===== config.mk =====
export PLATFORM = sky130hd
export DESIGN_NAME = serial_adder_flat
export DESIGN_NICKNAME = d
export VERILOG_FILES = /design/src/rtl/serial_adder_if.sv /design/src/rtl/serial_adder.sv /design/src/flat_wrapper.sv
export SDC_FILE = /design/constraint.sdc
export NUM_CORES = 1
export LEC_CHECK = 0
export BUFFER_PORTS_ARGS = -buffer_cell sky130_fd_sc_hd__buf_2
export CAP_MARGIN = 20
export CORE_AREA = 2 2 101 103
export CTS_CLUSTER_SIZE = 28
export DETAILED_ROUTE_END_ITERATION = 6
export DIE_AREA = 0 0 103 105
export GPL_TIMING_DRIVEN = 0
export PLACE_DENSITY = 0.87
export SKIP_LAST_GASP = 1
export SYNTH_ARGS = -nofsm -noshare
export SYNTH_HDL_FRONTEND = slang
export SYNTH_SLANG_ARGS = --single-unit

===== constraint.sdc =====
create_clock -name clk -period 3.5 [get_ports clk]
set_input_delay 0.175 -clock clk [delete_from_list [all_inputs] [get_ports clk]]
set_output_delay 0.175 -clock clk [all_outputs]
set_load 0.05 [all_outputs]

===== src/rtl/serial_adder_if.sv =====
// Start/done handshake and operand/result bundle for the bit-serial adder.
interface serial_adder_if #(
  parameter int nrOfBits = 32
);
  logic                start;
  logic                carryIn;
  logic [nrOfBits-1:0] dataA;
  logic [nrOfBits-1:0] dataB;
  logic                busy;
  logic                done;
  logic [nrOfBits-1:0] result;
  logic                carryOut;
  logic                overflow;

  modport master (
    output start, carryIn, dataA, dataB,
    input  busy, done, result, carryOut, overflow
  );

  modport slave (
    input  start, carryIn, dataA, dataB,
    output busy, done, result, carryOut, overflow
  );
endinterface


===== src/rtl/serial_adder.sv =====
// Bit-serial two's-complement adder: LSB-first, one bit per clock, held sum
// with carry-out and signed-overflow flags under a start/done handshake.
module serial_adder #(
  parameter int nrOfBits = 32
) (
  input  logic          clk,
  input  logic          rst,
  serial_adder_if.slave bus
);

  localparam int CNT_W = $clog2(nrOfBits) + 1;
  localparam logic [CNT_W-1:0] LAST_BIT = CNT_W'(nrOfBits - 1);

  typedef enum logic [1:0] {IDLE, RUN, DONE} state_t;

  function automatic logic majority(input logic a, input logic b, input logic c);
    return (a & b) | (a & c) | (b & c);
  endfunction

  state_t              state, state_nxt;
  logic [CNT_W-1:0]    cnt;
  logic [nrOfBits-1:0] sa, sb;
  logic [nrOfBits-2:0] ssum;
  logic [nrOfBits-1:0] sum_cat;
  logic                c;
  logic                accept, last_bit;
  logic                s_bit, c_nxt;
  logic [nrOfBits-1:0] res_q;
  logic                cout_q, ovf_q;

  always_comb begin
    state_nxt = state;
    accept    = 1'b0;
    last_bit  = 1'b0;
    case (state)
      IDLE: begin
        if (bus.start) begin
          accept    = 1'b1;
          state_nxt = RUN;
        end
      end
      RUN: begin
        if (cnt == LAST_BIT) begin
          last_bit  = 1'b1;
          state_nxt = DONE;
        end
      end
      DONE:    state_nxt = IDLE;
      default: state_nxt = IDLE;
    endcase
  end

  assign s_bit   = sa[0] ^ sb[0] ^ c;
  assign c_nxt   = majority(sa[0], sb[0], c);
  // Sum register holds the nrOfBits-1 bits already produced; the final bit
  // joins at the MSB so the complete sum is available on the last RUN edge.
  assign sum_cat = {s_bit, ssum};

  always_ff @(posedge clk) begin
    if (rst) begin
      state  <= IDLE;
      cnt    <= '0;
      res_q  <= '0;
      cout_q <= 1'b0;
      ovf_q  <= 1'b0;
    end else begin
      state <= state_nxt;
      if (accept)
        cnt <= '0;
      else if (state == RUN)
        cnt <= cnt + 1'b1;
      // c here is the carry into the MSB; c_nxt is the carry out of it.
      if (last_bit) begin
        res_q  <= sum_cat;
        cout_q <= c_nxt;
        ovf_q  <= c ^ c_nxt;
      end
    end
  end

  always_ff @(posedge clk) begin
    if (accept) begin
      sa   <= bus.dataA;
      sb   <= bus.dataB;
      c    <= bus.carryIn;
      ssum <= '0;
    end else if (state == RUN) begin
      sa   <= sa >> 1;
      sb   <= sb >> 1;
      c    <= c_nxt;
      ssum <= sum_cat[nrOfBits-1:1];
    end
  end

  assign bus.busy     = (state == RUN);
  assign bus.done     = (state == DONE);
  assign bus.result   = res_q;
  assign bus.carryOut = cout_q;
  assign bus.overflow = ovf_q;

endmodule


===== src/flat_wrapper.sv =====
// flat-port wrapper written by rule: the top's interface ports become plain ports
module serial_adder_flat 
#(
  parameter int nrOfBits = 32
)
  (clk, rst, bus_start, bus_carryIn, bus_dataA, bus_dataB, bus_busy, bus_done, bus_result, bus_carryOut, bus_overflow);
  serial_adder_if #(.nrOfBits(nrOfBits)) bus_i ();
  input  logic clk;
  input  logic rst;
  input wire logic [$bits(bus_i.start)-1:0] bus_start;
  input wire logic [$bits(bus_i.carryIn)-1:0] bus_carryIn;
  input wire logic [$bits(bus_i.dataA)-1:0] bus_dataA;
  input wire logic [$bits(bus_i.dataB)-1:0] bus_dataB;
  output wire logic [$bits(bus_i.busy)-1:0] bus_busy;
  output wire logic [$bits(bus_i.done)-1:0] bus_done;
  output wire logic [$bits(bus_i.result)-1:0] bus_result;
  output wire logic [$bits(bus_i.carryOut)-1:0] bus_carryOut;
  output wire logic [$bits(bus_i.overflow)-1:0] bus_overflow;
  assign bus_i.start = bus_start;
  assign bus_i.carryIn = bus_carryIn;
  assign bus_i.dataA = bus_dataA;
  assign bus_i.dataB = bus_dataB;
  assign bus_busy = bus_i.busy;
  assign bus_done = bus_i.done;
  assign bus_result = bus_i.result;
  assign bus_carryOut = bus_i.carryOut;
  assign bus_overflow = bus_i.overflow;
  serial_adder #(.nrOfBits(nrOfBits)) u_core (.clk(clk), .rst(rst), .bus(bus_i));
endmodule

==> metrics.md, run 1 <==
| Metric | Value |
|---|---|
| Status | complete, but fails checks |
| Violated checks | design-rule violations |
| Overall Global Routing Usage | 25.8% |
| Net switching power | 870 uW |
| Total gr overflow | 0 |
| Slew Viols, Final | 0 |
| Iter 0 DRT Violations | 241 |
| Internal | 3.18 mW |
| Final hold violation count | 0 |
| Ant. Diodes | 0 |
| Placer Congestion | 0.801 |
| Leak | 2.86 nW |
| Initial Util | 57.4% |
| DRT Pass-1 Iters | 7 |
| Top-count cell post-synth | dfxtp_1 |
| CTS resizes | 0 |
| PD cells | 542 nW/um^2 |
| CTS tree | done |
| Fraction of layout cells with a size suffix above 1 | 24.5% |
| Yosys reg bits | 138 |
| Post-synth ARST share | 0% |
| Setup_tns | 0 ns |
| Worst vdd ir | 0.000298 V |
| Num rows | 36 |
| Commonest cells in the netlist | 73 x dfxtp_1, 70 x a21oi_1, 65 x edfxtp_1, 65 x nand2_1, 62 x mux2_1 |
| Worst setup SP type | flop |
| Worst-case clock buffer depth | 2 |
| Core ar. | 9640 um^2 |
| Fmax | 443 MHz |
| DPL Wire Length | 7690 um |
| CTS Buf Count | 17 |
| Crit path kind | flop to flop |
| Fin crit period | 2.26 ns |
| Fin crit share | 64.5% |
| Sequential share of power | 46.2% |
| Yosys top cell by area | edfxtp_1 |
| Vias in the first global route | 4402 |
| Final Routed Wirelength | 13300 um |
| Critical Path RT | 3.72 ns |
| Chip width | 103 um |
| Max-cap violations | 0 |
| DP Area | 6230 um^2 |
| Clk root buf | clkbuf_8 |
| # IOs | 104 |
| Syn avg cell area | 11.8 um^2 |
| Final total power | 4.05 mW |
| Unrepaired setup endpoints after global routing | no |
| Least-Margin Pin Slew | 0.806 ns |
| Final Cell Area | 7480 um^2 |
| Post-Syn Area | 5530 um^2 |
| Top post-synthesis cells by area | edfxtp_1 35%, dfxtp_1 26%, mux2_1 13%, a21oi_1 6.3%, nand2_1 4.4% |
| Top cell type's share of synthesized area | 35.3% |
| Vias per cell | 5.41 |
| Clock sinks | 138 |
| Critical path capture point type | flop |
| Die Area | 10800 um^2 |
| Gate power share | 8.5% |
| Fin Clk Skew | 0.00977 ns |
| IO buf count | 102 |
| Clk Latency, worst-skew pair | 0.53 ns |
| Distinct cell type count after synthesis | 32 |
| Routed Antenna Nets | 0 |
| Pin count of the biggest net entering global routing | 35 |
| Hold Worst Slack | 0.0410 ns |
| Initial antenna violation count | 0 |
| Post-synth EDFFs | 65 |
| Post-Synthesis Net Count | 540 |
| H-tree Lvls | 4 |
| Slew headroom | 46.3% |
| Vias | 4337 |
| Drt drc | 6 |
| Worst Hold Class | input pin to flop |
| Post-synthesis to final-layout area growth | 35.2% |
| Reg clk slew, reported paths | 0.06 ns |
| Placed cells | 706 |
| Gate Count Post-Synth | 470 |
| Primary FF master, synth | dfxtp_1 |
| Nets | 726 |
| Clock Power Share | 45.3% |
| First-pass GRT wire length | 21100 um |
| WL/cell | 16.6 um |
| Warnings from Yosys | 0 |
| Post-CTS Setup Bufs | 0 |
| CP arrival | 2.48 ns |
| Hold-fix buffers at CTS | 64 |
| Final Instance Count excl. Fillers | 802 |
| Sw Share | 21.5% |
| Worst Path Max Fanout | 34 |
| Finish-stage setup viols | 0 |
| Die H | 105 um |
| Sequential area share after synthesis | 61.7% |
-- routing by layer --
metal  wire, um  GRT usage (%)
met5          0              0
met4        436           12.6
met3        802           5.95
met2       6850           44.1
met1       5220           30.1
-- cell families after synthesis --
group                      Yosys count  synth area share (%)
AOI/OAI and AO/OA                  108                  9.93
xor gates and xnor gates             3                 0.475
adders and majority gates            2                 0.588
buffers and inverters               39                  4.70
DFF                                138                  61.7
muxes                               63                  12.8
and+or+nand+nor                    117                  9.81
-- placed cells by master (no fill, tap or decap), types with 3 or more instances in the layout --
cell type,Yosys,final
clkbuf_16,0,16
buf_4,7,7
nand2_1,65,65
a21oi_1,70,70
xnor2_1,3,3
clkinvlp_4,0,4
bufinv_16,0,4
clkinv_2,1,3
o21ai_0,36,36
clkbuf_1,11,13
dfxtp_1,73,73
nand3_1,34,34
or3_1,3,3
dlygate4sd3_1,0,64
buf_6,10,10
mux2_1,62,62
edfxtp_1,65,65
buf_2,9,111
-- critical path, stage by stage (launching register included) --
cell,delay (ns)
dfxtp_1,0.37
nor3b_2,0.20
buf_6,0.19
buf_4,0.21
or2_2,0.67
buf_12,0.30
-- final cells by class --
type                    count  area [um^2]
fillers                   576         2160
flip-flops and latches    138         3410
plain buffers              37          251
inverters                   2         8.76
multi-input cells         293         1860
clock buffers              20          435
well taps                 133          166
clock inverters            12          173
repair buffers            167         1170
-- sequential cells by signal, summed over array words and instances (netlist names) --
name / flops
u_core.ssum: 31
u_core.c: 1
u_core.sa: 32
u_core.bus.carryOut: 1
u_core.bus.overflow: 1
u_core.sb: 32
u_core.bus.result: 32
u_core.cnt: 6
u_core.state: 2
-- power groups by stage --
stage / Sequential [mW] / Combinational, mW / Clock [mW]
6_report: 1.87 / 0.344 / 1.84
5_1_grt: 1.88 / 0.375 / 1.91
4_1_cts: 1.87 / 0.335 / 1.83
3_5_place_dp: 1.90 / 0.276 / 0
3_3_place_gp: 1.90 / 0.257 / 0
2_1_floorplan: 1.89 / 0.188 / 0
-- per-stage QoR --
stage / setup WS [ns] / util (%)
after floorplan: 1.42 / -
after global placement: 1.04 / 64.4
after detailed placement: 1.22 / 64.6
after CTS: 1.23 / 77.6
after global routing: 1.13 / 77.6
final: 1.24 / 77.6
-- worst paths after layout --
path / startpoint / endpoint / slack (ns) / depth (start not counted)
hold reg to reg: u_core.ssum[23] / u_core.ssum[22] / 0.47 / 2
setup reg to reg: u_core.state[0] / u_core.sb[29] / 1.24 / 5
hold / removal: bus_dataB[26] / u_core.sb[26] / 0.04 / 2
setup / recovery: u_core.state[0] / u_core.sb[29] / 1.24 / 5
(Power assumes the default switching activity.)
==> inputs of run 2 (changes only) <==
- CORE_AREA: 2 2 101 103 -> 2 2 104 106
- DIE_AREA: 0 0 103 105 -> 0 0 106 108
- PLACE_DENSITY: 0.87 -> 0.83
- clock period: 3.5 -> 2.4 ns (I/O delays scaled with it)
==> run 2 against run 1 <==
  * The run now ends clean
  * Total power up 41%
  * Maximum frequency up 12%
  * First-iteration DRC count up 17%
  * Sequential power up 46%
  * Combinational power up 46%
  * Routed wire length down 1.9%
  * Critical path depth unchanged
  * Clock power up 34%
  * Final area down 0.47%
  * Sequential share of layout area up 0.21 points
  * Worst setup slack worse by 0.86 ns
  * Largest power group unchanged
  * Highest routed layer unchanged
==> metrics.md, run 2 (synthesized netlist as in run 1, its figures left out) <==
| Metric | Value |
|---|---|
| PD cells | 765 nW/um^2 (was 542 nW/um^2) |
| Crit path from | u_core.state[0] (unchanged) |
| Clk root buf | clkbuf_8 (unchanged) |
| Final hold violation count | 0 (unchanged) |
| Internal | 4.48 mW (was 3.18 mW) |
| Post-synthesis to final-layout area growth | 34.5% (was 35.2%) |
| Max-cap violations | 0 (unchanged) |
| Worst Hold Class | input pin to flop (unchanged) |
| Critical Path RT | 2.61 ns (was 3.72 ns) |
| Final Routed Wirelength | 13100 um (was 13300 um) |
| Leak | 2.86 nW (about the same) |
| Sequential share of power | 47.9% (was 46.2%) |
| Drt drc | 0 (was 6) |
| Finish-stage setup viols | 0 (unchanged) |
| Slew headroom | 66.3% (was 46.3%) |
| Clock sinks | 138 (unchanged) |
| Sw Share | 21.2% (was 21.5%) |
| Nets | 727 (was 726) |
| Die H | 108 um (was 105 um) |
| WL/cell | 16.2 um (was 16.6 um) |
| Worst setup SP type | flop (unchanged) |
| Vias | 4254 (was 4337) |
| Critical path capture point type | flop (unchanged) |
| Iter 0 DRT Violations | 281 (was 241) |
| Worst vdd ir | 0.000430 V (was 0.000298 V) |
| Worst-case clock buffer depth | 2 (unchanged) |
| Pin count of the biggest net entering global routing | 36 (was 35) |
| Reg clk slew, reported paths | 0.06 ns (about the same) |
| Die Area | 11400 um^2 (was 10800 um^2) |
| Slew Viols, Final | 0 (unchanged) |
| Vias in the first global route | 4380 (was 4402) |
| Least-Margin Pin Slew | 0.506 ns (was 0.806 ns) |
| Clock Power Share | 43.3% (was 45.3%) |
| Placer Congestion | 0.792 (was 0.801) |
| Post-CTS Setup Bufs | 0 (unchanged) |
| Vias per cell | 5.27 (was 5.41) |
| Fin crit period | 2.02 ns (was 2.26 ns) |
| Crit path kind | flop to flop (unchanged) |
| Fmax | 496 MHz (was 443 MHz) |
| DPL Wire Length | 7780 um (was 7690 um) |
| Setup WS post-layout | 0.383 ns (was 1.24 ns) |
| Fin crit share | 84.0% (was 64.5%) |
| Most common cell after layout, fill and taps aside | buf_2 (unchanged) |
| Chip width | 106 um (was 103 um) |
| Core ar. | 10200 um^2 (was 9640 um^2) |
| DRT Pass-1 Iters | 5 (was 7) |
| Initial antenna violation count | 1 (was 0) |
| Reg2Reg Depth | 5 (unchanged) |
| Most frequent cells in the layout | 111 x buf_2, 73 x dfxtp_1, 70 x a21oi_1 (unchanged) |
| Worst Path Max Fanout | 35 (was 34) |
| First-pass GRT wire length | 21000 um (was 21100 um) |
| Gate power share | 8.8% (was 8.5%) |
| Pre-CTS setup slack | 0.135 ns (was 1.22 ns) |
| Reg2reg start | u_core.state[0] (unchanged) |
| Total gr overflow | 0 (unchanged) |
| H-tree Lvls | 4 (unchanged) |
| Worst r2r dst | u_core.sa[27] (was u_core.sb[29]) |
| Fin Clk Skew | 0.00390 ns (was 0.00977 ns) |
| Routed Antenna Nets | 0 (unchanged) |
| Overall Global Routing Usage | 24.2% (was 25.8%) |
| Fraction of layout cells with a size suffix above 1 | 23.7% (was 24.5%) |
| # IOs | 104 (unchanged) |
| CP Capture Point | u_core.sa[27] (was u_core.sb[29]) |
| CTS tree | done (unchanged) |
| IO buf count | 102 (unchanged) |
| Setup slack, reg-to-reg | 0.38 ns (was 1.24 ns) |
| CP arrival | 2.23 ns (was 2.48 ns) |
| Final Instance Count excl. Fillers | 807 (was 802) |
| CTS Buf Count | 17 (unchanged) |
| Placed cells | 709 (was 706) |
| Unrepaired setup endpoints after global routing | no (unchanged) |
| Num rows | 37 (was 36) |
| Clk Latency, worst-skew pair | 0.52 ns (was 0.53 ns) |
| Net switching power | 1.21 mW (was 870 uW) |
| Status | finished clean (was complete, but fails checks) |
| Fillcell total | 679 (was 576) |
| Initial Util | 54.1% (was 57.4%) |
-- run 2: worst min path at each step --
stage          slack, ns  cells past startpoint           from                    end
2_1_floorplan       0.32                      1  bus_dataA[31]          u_core.sa[31]
3_3_place_gp        0.40                      2  bus_dataB[31]          u_core.sb[31]
3_5_place_dp        0.41                      2  bus_dataB[20]          u_core.sb[20]
4_1_cts             0.02                      2            rst  u_core.bus.result[28]
5_1_grt             0.05                      2            rst  u_core.bus.result[27]
6_report            0.03                      2            rst  u_core.bus.result[28]
-- run 2: worst max-delay path, stage by stage (launching register included) --
cell and delay [ns]:
dfxtp_1 0.37, nor3b_2 0.19, buf_6 0.18, buf_4 0.20
or2_4 0.47, buf_12 0.27
-- run 2: final cells by class --
cell class	count	area, um^2	share of cell area (%)
flip-flops and latches	138	3410	45.8
multi-input cells	293	1860	25.0
well taps	136	170	2.29
repair buffers	168	1180	15.9
plain buffers	37	251	3.38
clock inverters	13	133	1.78
clock buffers	19	422	5.66
diodes	1	2.50	0.0336
inverters	2	8.76	0.118
-- run 2: power groups by stage --
| stage | sequential [mW] | combinational (mW) | clock, mW |
|---|---|---|---|
| final | 2.73 | 0.501 | 2.46 |
| after global routing | 2.74 | 0.548 | 2.59 |
| after CTS | 2.72 | 0.487 | 2.48 |
| after detailed placement | 2.77 | 0.401 | 0 |
| after global placement | 2.76 | 0.376 | 0 |
| after floorplan | 2.75 | 0.274 | 0 |
-- run 2: repair_timing --
action	4_1_cts	5_1_grt
hold buffers	65	0
endpoints found under the hold margin	65	0
resized for setup	0	1
setup endpoints to repair	0	31
-- run 2: metal layers --
layer / wire [um] / track usage (%)
met5: 0 / 0
met1: 5270 / 27.9
met4: 235 / 9.40
met2: 6930 / 43.6
met3: 617 / 5.79
-- run 2: through the flow --
stage               utilization [%]  hold WS (ns)  TNS, ns  cell area, um^2  power [mW]
CTS                            72.7        0.0191        0             7440        5.69
detailed placement             60.9         0.411        0             6230        3.17
finish                         72.8        0.0347        0             7440        5.69
floorplan                         -         0.318        0             5530        3.02
global route                   72.8        0.0461        0             7440        5.88
global placement               60.7         0.400    -4.61             6210        3.14
==> inputs of run 3 (changes only) <==
- ABC_AREA: not set -> 1
- CORE_AREA: 2 2 104 106 -> 2 2 109 111
- DIE_AREA: 0 0 106 108 -> 0 0 111 113
- PLACE_DENSITY: 0.83 -> 0.79
- clock period: 2.4 -> 1.64 ns (I/O delays scaled with it)
==> run 3 against run 2 <==
  * Flip-flop and latch count did not move
  * Sequential share of layout area shrank 0.88 points
  * Core utilization decreased by 5.4 points
  * Critical endpoint is now u_core.sa[23]
  * Area after synthesis decreased by 0.20%
  * Clock power up 75%
  * Die area is 9.6% higher
  * Clock skew increased by 0.0021 ns
  * Critical path type unchanged
  * Total power is 66% higher
  * Routed wire length grew 9.2%
  * Non-clock buffer count is 5 lower
==> metrics.md, run 3 <==
| Metric | Value |
|---|---|
| Ant. Diodes | 0 (was 1) |
| CP max stage delay | 0.34 ns (was 0.47 ns) |
| Routed Antenna Nets | 0 (unchanged) |
| Post-synth EDFFs | 65 (unchanged) |
| Finish-stage setup viols | 0 (unchanged) |
| WL/cell | 14.8 um (was 16.2 um) |
| Vias in the first global route | 4918 (was 4380) |
| Top post-synthesis cells by area | edfxtp_1 35%, dfxtp_1 26%, nand2_1 18%, nor2_1 5.4%, o21ai_0 3.1% (was edfxtp_1 35%, dfxtp_1 26%, mux2_1 13%, a21oi_1 6.3%, nand2_1 4.4%) |
| Commonest cells in the netlist | 262 x nand2_1, 79 x nor2_1, 73 x dfxtp_1, 65 x edfxtp_1, 34 x o21ai_0 (was 73 x dfxtp_1, 70 x a21oi_1, 65 x edfxtp_1, 65 x nand2_1, 62 x mux2_1) |
| Final Routed Wirelength | 14300 um (was 13100 um) |
| Post-synth ARST share | 0% (unchanged) |
| Sw Share | 23.1% (was 21.2%) |
| DRT Pass-1 Iters | 5 (unchanged) |
| Warnings from Yosys | 0 (unchanged) |
| Post-Syn Area | 5520 um^2 (was 5530 um^2) |
| Gate Count Post-Synth | 621 (was 470) |
| Top cell type's share of synthesized area | 35.3% (about the same) |
| Net switching power | 2.18 mW (was 1.21 mW) |
| Vias per cell | 5.06 (was 5.27) |
| Worst vdd ir | 0.000840 V (was 0.000430 V) |
| Clock sinks | 138 (unchanged) |
| Final Cell Area | 7590 um^2 (was 7440 um^2) |
| Slowest library cell on the worst path | dfxtp_2 (was or2_4) |
| Nets | 879 (was 727) |
| Distinct cell type count after synthesis | 26 (was 32) |
| Yosys top cell by area | edfxtp_1 (unchanged) |
| Primary FF master, synth | dfxtp_1 (unchanged) |
| Final hold violation count | 0 (unchanged) |
| Iter 0 DRT Violations | 264 (was 281) |
| Overall Global Routing Usage | 23.5% (was 24.2%) |
| Critical Path RT | 1.80 ns (was 2.61 ns) |
| Initial Util | 49.0% (was 54.1%) |
| Setup WS post-layout | 0.0913 ns (was 0.383 ns) |
| Post-CTS Setup Bufs | 0 (unchanged) |
| Clk root buf | clkbuf_16 (was clkbuf_8) |
| Reg clk slew, reported paths | 0.06 ns (about the same) |
| H-tree Lvls | 4 (unchanged) |
| Pre-CTS setup slack | -0.355 ns (was 0.135 ns) |
| Worst Hold Class | input pin to flop (unchanged) |
| Pin count of the biggest net entering global routing | 34 (was 36) |
| Num rows | 39 (was 37) |
| PD cells | 1240 nW/um^2 (was 765 nW/um^2) |
| Crit path kind | flop to flop (unchanged) |
| Critical path cell sequence | inv_1 > nand3_2 > buf_6 > buf_2 > nand2_1 > nand2_1 (was nor3b_2 > buf_6 > buf_4 > or2_4 > buf_12) |
| Worst Path Max Fanout | 11 (was 35) |
| Internal | 7.26 mW (was 4.48 mW) |
| Slew headroom | 68.3% (was 66.3%) |
| Fmax | 646 MHz (was 496 MHz) |
| Post-synthesis to final-layout area growth | 37.5% (was 34.5%) |
| Worst-case clock buffer depth | 2 (unchanged) |
| Slew Viols, Final | 0 (unchanged) |
| Buf/Inv on CP | 3 (unchanged) |
| DPL Wire Length | 7800 um (was 7780 um) |
| Most frequent cells in the layout | 261 x nand2_1, 119 x buf_2, 78 x nor2_1 (was 111 x buf_2, 73 x dfxtp_1, 70 x a21oi_1) |
| Most used cell, CP | nand2_1 |
| Hold Worst Slack | 0.0216 ns (was 0.0347 ns) |
| Post-Synthesis Net Count | 691 (was 540) |
| CP arrival | 1.71 ns (was 2.23 ns) |
| Final Instance Count excl. Fillers | 965 (was 807) |
| Fin crit share | 94.4% (was 84.0%) |
| Gate power share | 10.2% (was 8.8%) |
| Die Area | 12500 um^2 (was 11400 um^2) |
| Placed cells | 867 (was 709) |
| CTS Buf Count | 17 (unchanged) |
| First-pass GRT wire length | 23000 um (was 21000 um) |
| CTS tree | done (unchanged) |
| Initial antenna violation count | 0 (was 1) |
| Vias | 4880 (was 4254) |
| Chip width | 111 um (was 106 um) |
| Syn avg cell area | 8.89 um^2 (was 11.8 um^2) |
| Leak | 3.57 nW (was 2.86 nW) |
| Sequential share of power | 44.2% (was 47.9%) |
| Drt drc | 0 (unchanged) |
| # IOs | 104 (unchanged) |
| Least-Margin Pin Slew | 0.476 ns (was 0.506 ns) |
| DP Area | 6220 um^2 (was 6230 um^2) |
| IO buf count | 103 (was 102) |
| Top delay family on crit path | buffers and inverters (was simple AND/OR/NAND/NOR gates) |
| Total gr overflow | 0 (unchanged) |
| Clk Latency, worst-skew pair | 0.42 ns (was 0.52 ns) |
| Sequential area share after synthesis | 61.8% (was 61.7%) |
| Critical path capture point type | flop (unchanged) |
| Clock Power Share | 45.6% (was 43.3%) |
| Worst setup SP type | flop (unchanged) |
| Core ar. | 11300 um^2 (was 10200 um^2) |
| Max-cap violations | 0 (unchanged) |
| Most common cell after layout, fill and taps aside | nand2_1 (was buf_2) |
| Yosys reg bits | 138 (unchanged) |
| Fraction of layout cells with a size suffix above 1 | 21.9% (was 23.7%) |
| Unrepaired setup endpoints after global routing | no (unchanged) |
| Final core occ | 67.4% (was 72.8%) |
| Top-count cell post-synth | nand2_1 (was dfxtp_1) |
| Placer Congestion | 0.793 (was 0.792) |
| Status | finished clean (unchanged) |
| Fin Clk Skew | 0.00598 ns (was 0.00390 ns) |
| Die H | 113 um (was 108 um) |
| Fin crit period | 1.55 ns (was 2.02 ns) |
[run 3: final timing paths]
kind	slack (ns)	endpoint	cells past startpoint	start
max	0.09	u_core.sa[23]	6	u_core.state[0]
min	0.02	u_core.bus.result[7]	4	rst
max reg2reg	0.09	u_core.sa[23]	6	u_core.state[0]
min reg2reg	0.46	u_core.bus.result[18]	2	u_core.bus.result[18]
[run 3: through the flow]
stage	setup TNS [ns]	total power [mW]
after global routing	0	9.74
final	0	9.44
after CTS	-0.341	9.40
after floorplan	0	4.72
after global placement	-20.28	4.95
after detailed placement	-23.22	5.00
[run 3: final cells by class]
type	count	area (um^2)
tap	143	179
clock inverter	9	151
inverter	20	77.6
multi-input combinational	432	1900
sequential	138	3410
timing repair buffer	168	1170
clock buffer	23	520
buffer	32	186
fill	840	3680
[run 3: power groups by stage]
stage          registers, mW  clock network [mW]  logic [mW]
2_1_floorplan           4.19                   0       0.533
3_3_place_gp            4.22                   0       0.735
3_5_place_dp            4.23                   0       0.767
4_1_cts                 4.16                4.32       0.912
5_1_grt                 4.20                4.47        1.07
6_report                4.17                4.30       0.964
[run 3: worst register-to-register path, delay by kind of cell (launching register included)]
| family | cells | cell delay, ns |
|---|---|---|
| AND/OR/NAND/NOR | 3 | 0.42 |
| flip-flops | 1 | 0.34 |
| buffers and inverters | 3 | 0.53 |
[run 3: layer usage]
layer / wire [um] / up-vias / track usage, % / share of wire [%]
met2: 7200 / 234 / 41.7 / 50
met4: 562 / 0 / 12.9 / 3.9
met5: 0 / - / 0 / 0
li1: - / 2373 / - / -
met3: 1040 / 53 / 6.37 / 7.3
met1: 5470 / 2220 / 25.7 / 38
[run 3: cells by family (layout without fill, tap and decap cells)]
family,Yosys count,count (layout),synth area share [%]
AO/OA/AOI/OAI,41,41,3.72
flip-flops,138,138,61.8
AND/OR/NAND/NOR,387,388,29.2
XOR/XNOR,1,1,0.159
buffers and inverters,52,252,4.58
adder cells (fa/ha/maj),2,2,0.589
[run 3: repair_timing]
action	4_1_cts	5_1_grt
gates cloned	1	0
endpoints found under the hold margin	65	0
hold buffers	65	0
gates resized for setup	3	7
endpoints found under the setup margin	67	100
pin swaps	1	0
